[config.mk]
export PLATFORM = sky130hd
export DESIGN_NAME = cle_label_packer
export DESIGN_NICKNAME = d
export VERILOG_FILES = /design/src/rtl/cle_label_packer.sv
export SDC_FILE = /design/constraint.sdc
export NUM_CORES = 1
export LEC_CHECK = 0
export CORE_MARGIN = 4
export CORE_UTILIZATION = 48
export CTS_CLUSTER_DIAMETER = 100
export DETAILED_ROUTE_END_ITERATION = 12
export PLACE_DENSITY = 0.76
export REMOVE_ABC_BUFFERS = 1
export SLEW_MARGIN = 20
export SYNTH_ARGS = -nofsm -noshare
export SYNTH_HDL_FRONTEND = slang
export SYNTH_SLANG_ARGS = --single-unit
[constraint.sdc]
create_clock -name clk -period 2 [get_ports clk]
set_input_delay 0.2 -clock clk [delete_from_list [all_inputs] [get_ports clk]]
set_output_delay 0.2 -clock clk [all_outputs]
set_load 0.01 [all_outputs]
[src/rtl/cle_label_packer.sv]
// Repacks the 1024x8 CLE label SRAM into 128 MSB-first bitmap bytes; optional area counter under CLE_AREA_COUNT_EN.
// Latency: first byte 9 cycles after start, 10 cycles/byte; out_ready=0 parks the block in EMIT with no SRAM reads.
module cle_label_packer (
   input  logic       clk,
   input  logic       reset,
   input  logic       start,
   input  logic [7:0] target,
   input  logic [7:0] sram_q,
   output logic [9:0] sram_a,
   output logic       sram_wen,
   output logic [7:0] out_data,
   output logic [6:0] out_addr,
   output logic       out_valid,
   input  logic       out_ready,
   output logic       busy,
   output logic       done
`ifdef CLE_AREA_COUNT_EN
   ,output logic [9:0] area
`endif
);

   typedef enum logic [2:0] {IDLE, READ, LAST, EMIT, DONE} state_t;

   state_t     state, state_nxt;
   logic [7:0] tgt_q;
   logic [6:0] byte_q;
   logic [2:0] pix_q;
   logic [7:0] shreg;
   logic       match;

   // Target 0 means "any labelled pixel"; sram_q belongs to the previous cycle's address.
   assign match    = (tgt_q != 8'd0) ? (sram_q == tgt_q) : (sram_q != 8'd0);
   assign sram_wen = 1'b1;

   always_ff @(posedge clk) begin
      if (reset) begin
         state    <= IDLE;
         tgt_q    <= 8'd0;
         byte_q   <= 7'd0;
         pix_q    <= 3'd0;
         shreg    <= 8'd0;
         out_data <= 8'd0;
         out_addr <= 7'd0;
      end else begin
         state <= state_nxt;
         case (state)
            IDLE: if (start) begin
               tgt_q  <= target;
               byte_q <= 7'd0;
               pix_q  <= 3'd0;
            end
            READ: begin
               shreg <= {shreg[6:0], match};
               pix_q <= pix_q + 3'd1;
            end
            LAST: begin
               // shreg[7] holds the stale bit shifted in on pix 0; it drops out here.
               out_data <= {shreg[6:0], match};
               out_addr <= byte_q;
            end
            EMIT: if (out_ready && byte_q != 7'd127) begin
               byte_q <= byte_q + 7'd1;
               pix_q  <= 3'd0;
            end
            default: ;
         endcase
      end
   end

`ifdef CLE_AREA_COUNT_EN
   always_ff @(posedge clk) begin
      if (reset) begin
         area <= 10'd0;
      end else if (state == IDLE && start) begin
         area <= 10'd0;
      end else if ((state == READ && pix_q != 3'd0) || state == LAST) begin
         area <= area + {9'd0, match};
      end
   end
`endif

   always_comb begin
      state_nxt = state;
      sram_a    = 10'd0;
      out_valid = 1'b0;
      busy      = 1'b0;
      done      = 1'b0;
      case (state)
         IDLE: if (start) state_nxt = READ;
         READ: begin
            busy   = 1'b1;
            sram_a = {byte_q, pix_q};
            if (pix_q == 3'd7) state_nxt = LAST;
         end
         LAST: begin
            busy      = 1'b1;
            state_nxt = EMIT;
         end
         EMIT: begin
            busy      = 1'b1;
            out_valid = 1'b1;
            if (out_ready) state_nxt = (byte_q == 7'd127) ? DONE : READ;
         end
         DONE: begin
            done      = 1'b1;
            state_nxt = IDLE;
         end
         default: state_nxt = IDLE;
      endcase
   end

endmodule

==> results of run 1 <==
## flip-flops by register name, summed over array words and instances (netlist names)
| register | count |
|---|---|
| byte_q | 7 |
| out_addr | 7 |
| out_data | 8 |
| pix_q | 3 |
| shreg | 7 |
| state | 3 |
| tgt_q | 8 |
## how the worst max path moves through the flow
stage,from,endpoint,cells after the start
after floorplan,state[0]$_SDFFE_PP0P_,sram_a[0],2
after global placement,sram_q[5],out_data[0]$_SDFFE_PP0P_,5
after detailed placement,sram_q[4],shreg[0]$_SDFFE_PP0N_,5
after CTS,state[1]$_SDFFE_PP0P_,sram_a[1],4
after global routing,state[2]$_SDFFE_PP0P_,sram_a[5],4
final,state[2]$_SDFFE_PP0P_,sram_a[4],4
## Yosys cell counts, types with 2 or more instances
library cell / instances / area share (%)
buf_4: 3 / 1.2
mux2i_1: 6 / 3.1
a211oi_1: 3 / 1.2
buf_2: 2 / 0.51
o211ai_1: 3 / 1.2
nand4_1: 2 / 0.64
o211a_1: 2 / 1.0
nand2_1: 51 / 9.8
nand3_1: 6 / 1.5
nor2_1: 16 / 3.1
a31oi_1: 4 / 1.3
buf_6: 2 / 1.2
a311oi_1: 2 / 0.90
or4_1: 2 / 0.77
clkbuf_1: 10 / 1.9
dfxtp_1: 43 / 44
ha_1: 3 / 1.9
or2_2: 2 / 0.64
and2_1: 11 / 3.5
nor4_1: 4 / 1.3
nor3_1: 3 / 0.77
a21oi_1: 32 / 8.2
or3_1: 5 / 1.6
xor2_1: 8 / 3.6
## worst max-delay path, stage by stage, from the launching register on
cell and delay [ps]:
dfxtp_4 390, nor3b_4 230, buf_4 150, and2_1 120
clkdlybuf4s50_1 530
## area by class of cell
| type | count | area, um^2 | share of cell area [%] |
|---|---|---|---|
| clock buffer | 5 | 68.8 | 2.66 |
| clock inverter | 3 | 23.8 | 0.918 |
| inverter | 2 | 7.51 | 0.290 |
| multi-input combinational | 175 | 995 | 38.4 |
| sequential | 43 | 870 | 33.6 |
| tap | 48 | 60.1 | 2.32 |
| timing repair buffer | 57 | 564 | 21.8 |
## placed cells by master (no fill, tap or decap), types with 3 or more instances in the layout
cell type,n
nand2_1,51
clkdlybuf4s50_1,41
dfxtp_1,40
a21oi_1,32
nor2_1,16
and2_1,11
buf_4,9
xor2_1,8
nand3_1,6
mux2i_1,6
dlymetal6s2s_1,6
or3_1,5
clkbuf_8,5
nor4_1,4
a31oi_1,4
a211oi_1,3
nor3_1,3
o211ai_1,3
ha_1,3
## stage by stage
stage          instances  hold WS (ps)
5_1_grt              333           455
3_5_place_dp         325           446
4_1_cts              333           440
3_3_place_gp         325           441
6_report             333           443
2_1_floorplan        220           269
## where the power goes
group          internal, mW  total [mW]  switching [mW]
logic                0.0873       0.167          0.0801
clock network         0.250       0.570           0.320
registers             0.870       0.885          0.0153
## metal layers
layer / up-vias / share of wire (%) / GRT usage (%)
met2: 48 / 45 / 30.1
met1: 814 / 47 / 24.3
met3: 6 / 6.5 / 5.61
met5: - / 0 / 0
li1: 906 / - / -
met4: 0 / 1.6 / 6.26
## timing repair
item                                   CTS  global route
buffers inserted                         0             0
pin swaps                                0             1
gates resized for setup                  3            10
setup endpoints to repair                6             7
endpoints found under the hold margin    0             0
## cells by family (layout without fill, tap and decap cells)
group | count (synthesis) | after routing | synth area share [%]
AO/OA/AOI/OAI | 49 | 49 | 15.1
XOR/XNOR | 8 | 8 | 3.59
adder cells (fa/ha/maj) | 3 | 3 | 1.93
buffers and inverters | 19 | 67 | 5.13
flip-flops | 43 | 43 | 44.2
multiplexers | 6 | 6 | 3.08
other | 1 | 1 | 0.192
AND/OR/NAND/NOR | 108 | 108 | 26.8
==> impl_metrics.py, run 1 <==
metrics = {
    "critical_path": {
        "timing.rr.start": "state[1]$_SDFFE_PP0P_",
        "end_kind": "output pin",
        "worst_ep_required_time_ps": 1800,
        "worst-path-max-fanout": 8,
        "arrival_ps": 1720,
        "r2r-end": "byte_q[5]$_SDFFE_PP0P_",
        "reg2reg_slack_ps": 370,
        "r2r_cells": 4,
        "path_class": "flop to output pin",
        "start_kind": "flop",
    },
    "clocking": {
        "clockRootBuffer": "clkbuf_8",
        "clock_sinks": 43,
        "cts_tree": "built",
        "cts.htree.levels": 2,
        "path_clk_slew_ps": 90,
        "clock_latency_ps": 300,
        "cts_hold_buf": 0,
        "cts_buffers": 5,
        "clock_path_buffers": 2,
    },
    "global_routing": {
        "globalRouteOverflowTotal": 0,
        "antenna_found_initial": 0,
        "grt_pass1_vias": 1694,
        "grt_max_degree": 44,
        "grt_usage_pct": 18.9,
        "grt_pass1_wl_um": 7700,
    },
    "yosys": {
        "ys.flop_type": "dfxtp_1",
        "seq_area_frac_synth_pct": 44.2,
        "async_reset_ff_share_pct": 0,
        "ys_types": 36,
        "synth_seq_cells": 43,
        "synthCells": 237,
        "synth.cell_area_um2": 1950,
        "synth_warnings": 0,
        "syn_area_per_cell_um2": 8.23,
        "synth_edf_count": 0,
    },
    "cells_and_area": {
        "diodes": 0,
        "nets": 307,
        "final_cell_area_um2": 2590,
        "utilization_pct": 68.1,
        "fillerInstances": 313,
        "syn_to_final_growth_pct": 32.8,
        "drive_gt1_share_pct": 9.82,
    },
    "sta": {
        "setup_tns_ps": 0,
        "slew_viol_final": 0,
        "clock_skew_ps": 9.37,
        "final.min_clock_period_ps": 1920,
        "setup_violations": 0,
        "setup_ws_ps": 75.2,
        "fmax_ghz": 0.520,
        "hold_viol": 0,
        "rsz0062_at_grt": "false",
        "post-route-period-util_pct": 96.2,
    },
    "place": {
        "routabilityCongestion": 0.794,
        "pre_cts_slack_ps": 139,
        "portBuffers": 47,
        "dp_hpwl_um": 3150,
        "dpl-instance-area_um2": 2460,
    },
    "floorplan": {
        "die-height_um": 71.7,
        "rows": 22,
        "die_w_um": 71.7,
        "pin_count": 49,
        "core_um2": 3800,
        "dieArea_um2": 5140,
        "start_util_pct": 51.3,
    },
    "power": {
        "power_mw": 1.62,
        "p_leak_nw": 1.03,
        "power_density_nw_per_um2": 627,
        "vdd_drop_max_v": 0.000492,
    },
    "min_path": {
        "min_path_cells": 3,
        "hold-path-endpoint": "tgt_q[6]$_SDFFE_PP0P_",
        "hp-start": "target[6]",
        "hold_path.class": "input pin to flop",
    },
    "detailed_routing": {
        "via_per_inst": 5.33,
        "drc": 0,
        "routed_wl_um": 4460,
        "vias": 1774,
        "drt_iter0_drc": 80,
        "ant_nets": 0,
        "drtPass1Iterations": 4,
        "wl_per_cell_um": 13.4,
    },
    "run_status": {
        "outcome": "finished, final reports clean",
    },
    "run": {
        "drv_cap": 0,
    },
}
(Power assumes the default switching activity.)
==> run 2, diff against run 1 <==
--- a/config.mk
+++ b/config.mk
@@ -5,8 +5,10 @@
 export SDC_FILE = /design/constraint.sdc
 export NUM_CORES = 1
 export LEC_CHECK = 0
+export CAP_MARGIN = 25
 export CORE_MARGIN = 4
 export CORE_UTILIZATION = 48
+export CTS_BUF_LIST = sky130_fd_sc_hd__clkbuf_4 sky130_fd_sc_hd__clkbuf_8 sky130_fd_sc_hd__clkbuf_16
 export CTS_CLUSTER_DIAMETER = 100
 export DETAILED_ROUTE_END_ITERATION = 12
 export PLACE_DENSITY = 0.76
==> results of run 2 <==
Final layout, timing and power as in run 1 (identical DEF).
==> run 3, diff against run 2 <==
--- a/config.mk
+++ b/config.mk
@@ -5,6 +5,7 @@
 export SDC_FILE = /design/constraint.sdc
 export NUM_CORES = 1
 export LEC_CHECK = 0
+export ABC_AREA = 0
 export CAP_MARGIN = 25
 export CORE_MARGIN = 4
 export CORE_UTILIZATION = 48
==> results of run 3 <==
Final layout, timing and power as in run 1 (identical DEF).
